`src/rtl/framed_delay_shift_register_if.sv`:
```
// framed_delay_shift_register_if
//   Groups the control, serial data and word-output signals of
//   framed_delay_shift_register. CLK and RST stay plain ports on the block.
//   Ports (master = stimulus side, slave = the shift register):
//     CLR, EN, WORD_MODE, DATA_IN, TAP_SEL[TAP_W]  master -> slave
//     BIT_OUT, WORD_OUT[WORD_W], WORD_STB, PRIMED  slave  -> master
interface framed_delay_shift_register_if #(
  parameter int WORD_W = 8,
  parameter int DEPTH  = 12,
  parameter int TAP_W  = $clog2(DEPTH)
);
  logic              CLR;
  logic              EN;
  logic              WORD_MODE;
  logic              DATA_IN;
  logic [TAP_W-1:0]  TAP_SEL;
  logic              BIT_OUT;
  logic [WORD_W-1:0] WORD_OUT;
  logic              WORD_STB;
  logic              PRIMED;

  modport master (
    output CLR, EN, WORD_MODE, DATA_IN, TAP_SEL,
    input  BIT_OUT, WORD_OUT, WORD_STB, PRIMED
  );

  modport slave (
    input  CLR, EN, WORD_MODE, DATA_IN, TAP_SEL,
    output BIT_OUT, WORD_OUT, WORD_STB, PRIMED
  );
endinterface

```
`src/rtl/framed_delay_shift_register.sv`:
```
// framed_delay_shift_register
//   Serial-to-parallel shift register feeding a DEPTH-stage word delay line.
//   Serial bits (MSB first) are assembled in a WORD_W-bit register; the delay
//   line either advances every enabled cycle (per-bit mode) or once per
//   completed word (framed mode, with a one-cycle WORD_STB).
//   Ports:
//     CLK  - clock, all state on the rising edge
//     RST  - asynchronous active-high reset
//     bus  - slave modport: CLR (sync clear, beats EN), EN, WORD_MODE,
//            DATA_IN, TAP_SEL in; BIT_OUT, WORD_OUT, WORD_STB, PRIMED out
//   Build option:
//     FDSR_TAP_SEL_EN - when defined, WORD_OUT = stage[TAP_SEL] (clamped to
//                       the last stage); otherwise WORD_OUT is always the last
//                       stage and TAP_SEL is ignored.
module framed_delay_shift_register #(
  parameter int WORD_W = 8,
  parameter int DEPTH  = 12,
  parameter int TAP_W  = $clog2(DEPTH)
) (
  input logic                          CLK,
  input logic                          RST,
  framed_delay_shift_register_if.slave bus
);

  localparam int CNT_W  = $clog2(WORD_W);
  localparam int FILL_W = $clog2(DEPTH + 1);
  localparam logic [CNT_W-1:0]  LAST_BIT = CNT_W'(WORD_W - 1);
  localparam logic [FILL_W-1:0] FILL_MAX = FILL_W'(DEPTH);

  logic [WORD_W-1:0] bitreg_q, bitreg_d;
  logic [CNT_W-1:0]  bcnt_q, bcnt_d;
  logic [WORD_W-1:0] stage_q [DEPTH];
  logic [WORD_W-1:0] stage_d [DEPTH];
  logic [FILL_W-1:0] fill_q, fill_d;
  logic              stb_q, stb_d;

  logic              word_done;
  logic              advance;
  logic [WORD_W-1:0] shifted;

  // Word phase comes from bcnt alone, so a WORD_MODE change mid-word still
  // completes on the existing bit phase.
  assign word_done = bus.EN && (bcnt_q == LAST_BIT);
  assign shifted   = {bitreg_q[WORD_W-2:0], bus.DATA_IN};
  assign advance   = bus.EN && (!bus.WORD_MODE || word_done);

  // NOTE: every always_comb output gets a default first, otherwise the
  // untaken branches would infer latches.
  always_comb begin
    bitreg_d = bitreg_q;
    bcnt_d   = bcnt_q;
    stage_d  = stage_q;
    fill_d   = fill_q;
    stb_d    = 1'b0;   // strobe is a single-cycle pulse, even with EN low

    if (bus.CLR) begin
      bitreg_d = '0;
      bcnt_d   = '0;
      fill_d   = '0;
      for (int i = 0; i < DEPTH; i++) stage_d[i] = '0;
    end else if (bus.EN) begin
      bitreg_d = shifted;
      bcnt_d   = word_done ? '0 : bcnt_q + 1'b1;
      stb_d    = bus.WORD_MODE && word_done;
      if (advance) begin
        for (int i = DEPTH - 1; i > 0; i--) stage_d[i] = stage_q[i-1];
        // Per-bit mode loads the pre-shift register; framed mode loads the
        // word including the bit arriving on this edge.
        stage_d[0] = bus.WORD_MODE ? shifted : bitreg_q;
        if (fill_q != FILL_MAX) fill_d = fill_q + 1'b1;
      end
    end
  end

  // NOTE: sequential state uses non-blocking assignments so every flop
  // samples the pre-edge values computed above.
  always_ff @(posedge CLK or posedge RST) begin
    if (RST) begin
      bitreg_q <= '0;
      bcnt_q   <= '0;
      fill_q   <= '0;
      stb_q    <= 1'b0;
      // NOTE: the delay line is reset too: WORD_OUT must read zero
      // straight out of reset, so it cannot be left as an unreset RAM.
      for (int i = 0; i < DEPTH; i++) stage_q[i] <= '0;
    end else begin
      bitreg_q <= bitreg_d;
      bcnt_q   <= bcnt_d;
      fill_q   <= fill_d;
      stb_q    <= stb_d;
      stage_q  <= stage_d;
    end
  end

  assign bus.BIT_OUT  = bitreg_q[WORD_W-1];
  assign bus.WORD_STB = stb_q;
  assign bus.PRIMED   = (fill_q == FILL_MAX);

`ifdef FDSR_TAP_SEL_EN
  logic [TAP_W-1:0] tap_sel;
  assign tap_sel = bus.TAP_SEL;

  // Out-of-range taps clamp to the last stage.
  always_comb begin
    if (int'(tap_sel) >= DEPTH) bus.WORD_OUT = stage_q[DEPTH-1];
    else                        bus.WORD_OUT = stage_q[tap_sel];
  end
`else
  logic [TAP_W-1:0] unused_tap_sel;
  assign unused_tap_sel = bus.TAP_SEL;
  assign bus.WORD_OUT   = stage_q[DEPTH-1];
`endif

endmodule

```
`src/flat_wrapper.sv`:
```
// flat-port wrapper written by rule: the top's interface ports become plain ports
module framed_delay_shift_register_flat 
#(
  parameter int WORD_W = 8,
  parameter int DEPTH  = 12,
  parameter int TAP_W  = $clog2(DEPTH)
)
  (CLK, RST, bus_CLR, bus_EN, bus_WORD_MODE, bus_DATA_IN, bus_TAP_SEL, bus_BIT_OUT, bus_WORD_OUT, bus_WORD_STB, bus_PRIMED);
  framed_delay_shift_register_if #(.WORD_W(WORD_W), .DEPTH(DEPTH), .TAP_W(TAP_W)) bus_i ();
  input logic CLK;
  input logic RST;
  input wire logic [$bits(bus_i.CLR)-1:0] bus_CLR;
  input wire logic [$bits(bus_i.EN)-1:0] bus_EN;
  input wire logic [$bits(bus_i.WORD_MODE)-1:0] bus_WORD_MODE;
  input wire logic [$bits(bus_i.DATA_IN)-1:0] bus_DATA_IN;
  input wire logic [$bits(bus_i.TAP_SEL)-1:0] bus_TAP_SEL;
  output wire logic [$bits(bus_i.BIT_OUT)-1:0] bus_BIT_OUT;
  output wire logic [$bits(bus_i.WORD_OUT)-1:0] bus_WORD_OUT;
  output wire logic [$bits(bus_i.WORD_STB)-1:0] bus_WORD_STB;
  output wire logic [$bits(bus_i.PRIMED)-1:0] bus_PRIMED;
  assign bus_i.CLR = bus_CLR;
  assign bus_i.EN = bus_EN;
  assign bus_i.WORD_MODE = bus_WORD_MODE;
  assign bus_i.DATA_IN = bus_DATA_IN;
  assign bus_i.TAP_SEL = bus_TAP_SEL;
  assign bus_BIT_OUT = bus_i.BIT_OUT;
  assign bus_WORD_OUT = bus_i.WORD_OUT;
  assign bus_WORD_STB = bus_i.WORD_STB;
  assign bus_PRIMED = bus_i.PRIMED;
  framed_delay_shift_register #(.WORD_W(WORD_W), .DEPTH(DEPTH), .TAP_W(TAP_W)) u_core (.CLK(CLK), .RST(RST), .bus(bus_i));
endmodule
```
`config.mk`:
```
export PLATFORM = sky130hd
export DESIGN_NAME = framed_delay_shift_register_flat
export DESIGN_NICKNAME = d
export VERILOG_FILES = /design/src/rtl/framed_delay_shift_register_if.sv /design/src/rtl/framed_delay_shift_register.sv /design/src/flat_wrapper.sv
export SDC_FILE = /design/constraint.sdc
export NUM_CORES = 1
export LEC_CHECK = 0
export ABC_AREA = 1
export BUFFER_PORTS_ARGS = -buffer_cell sky130_fd_sc_hd__clkbuf_2
export CAP_MARGIN = 10
export CORE_MARGIN = 2
export CORE_UTILIZATION = 65
export DETAILED_ROUTE_END_ITERATION = 10
export PLACE_DENSITY = 0.84
export REMOVE_ABC_BUFFERS = 1
export SYNTH_ARGS = -nofsm -noshare
export SYNTH_HDL_FRONTEND = slang
export SYNTH_SLANG_ARGS = --single-unit
```
`constraint.sdc`:
```
create_clock -name CLK -period 7.81 [get_ports CLK]
set_clock_uncertainty 0.15 [all_clocks]
set_input_delay 0.781 -clock CLK [delete_from_list [all_inputs] [get_ports CLK]]
set_output_delay 0.781 -clock CLK [all_outputs]
set_load 0.1 [all_outputs]
```
### Yosys cells after proc, flatten, opt, wreduce, memory -nomap -nowiden

Cells that the tools add are included.

* mux-type cells: 15
* equal/unequal tests: 3
* reductions and logical operators: 10
* $add $sub $neg: 2

Operator list (count)
* $mux 96: 3
* $mux 8: 3
* $mux 4: 4
* $mux 3: 3
* $reduce_bool 2->1: 3
* $add 4x1->4 const B: 1
* $eq 4x4->1 const B: 1
* $ne 4x4->1 const B: 1
* $add 3x1->3 const B: 1
* $eq 3x3->1 const B: 1
* $logic_and 1x1->1: 3
* $reduce_and 3->1: 1
* $mux 1: 2
* $reduce_and 2->1: 1
* $logic_not 1->1: 1
* $logic_or 1x1->1: 1

* input bits: 10
* logic and storage cells: 46
* output and inout port bits: 11
* register bits after elaboration: 112

### Depth between registers and ports, before layout

* depth after elaboration: 7
* gate-level depth with buffers: 9
* depth with buffers taken out: 8

### Worst setup path after synthesis

Ideal clock, no wire load.

* path kind: reg-to-output
* start point: register u_core.fill_q[0]
* end point: output port bus_PRIMED
* path slack: 5.513 ns
* path buffers: 0
* data arrival time: 1.366 ns
* stages on the path, launching flop included: 5
* data required time: 6.879 ns
* cell sequence: dfrtp_1 -> inv_1 -> ha_1 -> nand3_1 -> inv_1

* cells in the longest elaborated chain, start to end: 1

RTL lines
* start, declared: RTL line framed_delay_shift_register.sv:34 `logic [FILL_W-1:0] fill_q, fill_d;`
* start signal, assigned: RTL line framed_delay_shift_register.sv:89 `fill_q <= fill_d;`
* $eq 4x4->1: RTL line framed_delay_shift_register.sv:97 `assign bus.PRIMED = (fill_q == FILL_MAX);`
* end, declared: RTL line flat_wrapper.sv:20 `output wire logic [$bits(bus_i.PRIMED)-1:0] bus_PRIMED;`

Every way passes these cells.

### Worst setup path after layout

* start point: input port bus_CLR
* end point: register u_core.stage_q[13] in the netlist's numbering

* cells in the longest elaborated chain, start to end: 2
* elaborated cells between the ends (all ways): 4
* those cells by class: mux: 1; reduce/logical: 3

RTL lines
* start, declared: RTL line flat_wrapper.sv:12 `input wire logic [$bits(bus_i.CLR)-1:0] bus_CLR;`
* $reduce_bool 2->1 (no source line)
* $reduce_and 2->1 (no source line)
* end signal, assigned: RTL line framed_delay_shift_register.sv:91 `stage_q <= stage_d;`
* end, declared: RTL line framed_delay_shift_register.sv:32 `logic [WORD_W-1:0] stage_q [DEPTH];`

Parallel ways exist; a longest one is shown, timed or not.
A chain may end at the register's enable or synchronous reset.

==> results.json <==
{
  "core_sq_um": 6830,
  "first_pass_iters": 4,
  "grt_usage": 0.223,
  "synth-edff-count": 0,
  "cp.required_ns": 7.93,
  "postCtsSetupRepairBufs": 0,
  "power.share.clock": 0.349,
  "cts_max_path_buffers": 2,
  "clkTransAtPathRegs_ns": 0.09,
  "combPwrFrac": 0.059,
  "hold_viol": 0,
  "drt-total-wl_um": 7680,
  "worst_pin_slew_ns": 1.13,
  "peakVddDrop_mv": 0.176,
  "syn_to_final_growth_pct": 4.84,
  "viasPerCell": 5.47,
  "place_congestion": 0.764,
  "cts_sinks": 112,
  "tritoncts": "built",
  "yosysTopAreaCellShare": 0.606,
  "drc": 0,
  "critical_path_class": "input pin to register",
  "grt.overflow.total": 0,
  "crit_path_frequent_cell": "inv_2",
  "power.density_nw_per_um2": 206,
  "antenna_found_initial": 0,
  "hold_class": "input pin to async pin",
  "cts_buffers": 9,
  "async_reset_ff_frac": 1.00,
  "crit_fanout": 79,
  "maxCapViolations": 0,
  "syn_area_sq_um": 4630,
  "synth.area.top_cells": "dfrtp_1 (61%), nand2_1 (13%), nand3_1 (9.2%)",
  "relSlewSlack": 0.243,
  "die_width_um": 88.4,
  "cp.arrival_ns": 3.46,
  "synthSimpleGateAreaFrac": 0.240,
  "crit_path_start_kind": "input pin",
  "synthAdderAreaFrac": 0.0108,
  "ctsHoldBuffers": 0,
  "finalSetupTns_ns": 0,
  "finalCritPeriodShare": 0.428,
  "synth_seq_area_share": 0.606,
  "cp-end-kind": "register",
  "utilization": 0.710,
  "crit_chain": "clkbuf_2, inv_2, nand3_4, nand2_4, inv_2, o21ai_0",
  "num_vias": 3291,
  "cpMaxStageDelayCell": "inv_2",
  "antenna_cells": 0,
  "fin_ws_ns": 4.47,
  "syn_avg_cell_area_sq_um": 9.07,
  "yosys_register_bits": 112,
  "portBuffers": 16,
  "yosysUniqueCellTypes": 20,
  "synthXorXnorAreaFrac": 0.00189,
  "drtIter0Drc": 310,
  "period_minus_slack_ns": 3.34,
  "yosys_warnings": 0,
  "setup_violations": 0,
  "grt_pass1_vias": 3117,
  "wire_per_inst_um": 12.7,
  "nets": 515,
  "yosys.area.top_type": "dfrtp_1",
  "fmax_mhz": 299,
  "htreeDepth": 3,
  "p_sw_mw": 0.234,
  "synthFlopType": "dfrtp_1",
  "ant_nets": 0,
  "pre_cts_ws_ns": 4.07,
  "run_status": "complete, no violations",
  "die_h_um": 88.4,
  "internal_power_mw": 0.764,
  "insertion_delay_ns": 0.36,
  "rsz0062_at_grt": "false",
  "io_pins": 21,
  "synth_commonest_cells": "nand2_1 (161), dfrtp_1 (112), nand3_1 (85), o21ai_0 (39), inv_1 (35)",
  "synth_compound_gate_area_share": 0.0630,
  "drv_slew": 0,
  "dp_hpwl_um": 4490,
  "cellLeakagePower_nw": 2.51,
  "synth_most_common_cell": "nand2_1",
  "root_buffer": "clkbuf_8",
  "initial_core_util": 0.677,
  "grt_max_degree": 90,
  "critPathMaxStageDelay_ns": 0.83,
  "die_area_sq_um": 7810,
  "final_layout_size_suffix_gt1_frac": 0.0810,
  "timing.hold.ws_ns": 0.208,
  "cts_resized": 0,
  "syn_inst": 510,
  "grt_pass1_wl_um": 13600,
  "seqPwrFrac": 0.592,
  "p_sw_frac": 0.235,
  "synthMuxAreaShare": 0,
  "rows": 30,
  "synth_top_family_by_area": "simple AND/OR/NAND/NOR gates"
}
state kept, by name, summed over array words and instances, names as in the netlist:
register,count
u_core.bcnt_q,3
u_core.bitreg_q,8
u_core.bus.WORD_OUT,8
u_core.bus.WORD_STB,1
u_core.fill_q,4
u_core.stage_q,88
final timing paths:
path / start / to / slack [ns] / depth (start not counted)
worst max register to register: u_core.bcnt_q[0] / u_core.stage_q[13] / 4.94 / 7
worst min-delay path: RST / u_core.fill_q[3] / 0.21 / 2
worst max-delay path: bus_CLR / u_core.stage_q[13] / 4.47 / 6
min in group CLK: u_core.bus.WORD_OUT[7] / u_core.bus.WORD_OUT[7] / 0.33 / 2
worst min register to register: u_core.bus.WORD_OUT[7] / u_core.bus.WORD_OUT[7] / 0.33 / 2
max in group asynchronous: RST / u_core.stage_q[62] / 5.96 / 3
critical path, delay by kind of cell:
family | cells | cell delay [ns]
buffers and inverters | 3 | 1.29
and+or+nand+nor | 2 | 1.12
AOI/OAI and AO/OA | 1 | 0.26
routing by layer:
layer,track usage,wire length (um),vias to the layer above
li1,-,-,1609
met1,0.285,3590,1628
met2,0.375,3750,45
met3,0.0476,204,9
met4,0.0909,122,0
met5,0,0,-
stage by stage:
step	cell area [sq um]	std cells	total power, mW
after floorplan	4410	471	0.642
after global placement	4640	586	0.660
after detailed placement	4640	586	0.663
after CTS	4850	602	1.01
after global routing	4850	602	1.04
final	4850	602	0.998
cells in the final DEF (no fill, tap or decap):
cell and count:
nand2_1 161, inv_1 34, clkbuf_8 11, inv_2 3, ha_1 4, clkinv_2 1, a21oi_4 1, nand3_1 85
nor2_1 7, nand3_4 1, inv_4 1, xnor2_1 1, o21ai_0 39, dfrtp_1 112, clkbuf_1 1, a21oi_1 2
buf_4 3, bufinv_16 1, o22ai_1 5, nand2_4 1, nand4_1 4, clkbuf_2 16, o21ai_1 10, clkinv_4 2
area by class of cell:
cell class	instances	area (sq um)
sequential	112	2800
tap	96	120
timing repair buffer	19	103
fill	528	1980
clock buffer	12	155
multi-input combinational	321	1470
inverter	38	145
clock inverter	4	52.6
cells by family after synthesis:
family	count (synthesis)
DFF	112
AOI/OAI and AO/OA	57
adders and majority gates	4
xor gates and xnor gates	1
buffers and inverters	77
and+or+nand+nor	259
power by group through the flow:
stage               registers (mW)  clock network, mW  logic [mW]
CTS                          0.591              0.358      0.0602
finish                       0.591              0.348      0.0589
floorplan                    0.601                  0      0.0403
global route                 0.592              0.381      0.0688
detailed placement           0.603                  0      0.0602
global placement             0.602                  0      0.0581
(Power assumes the default switching activity.)
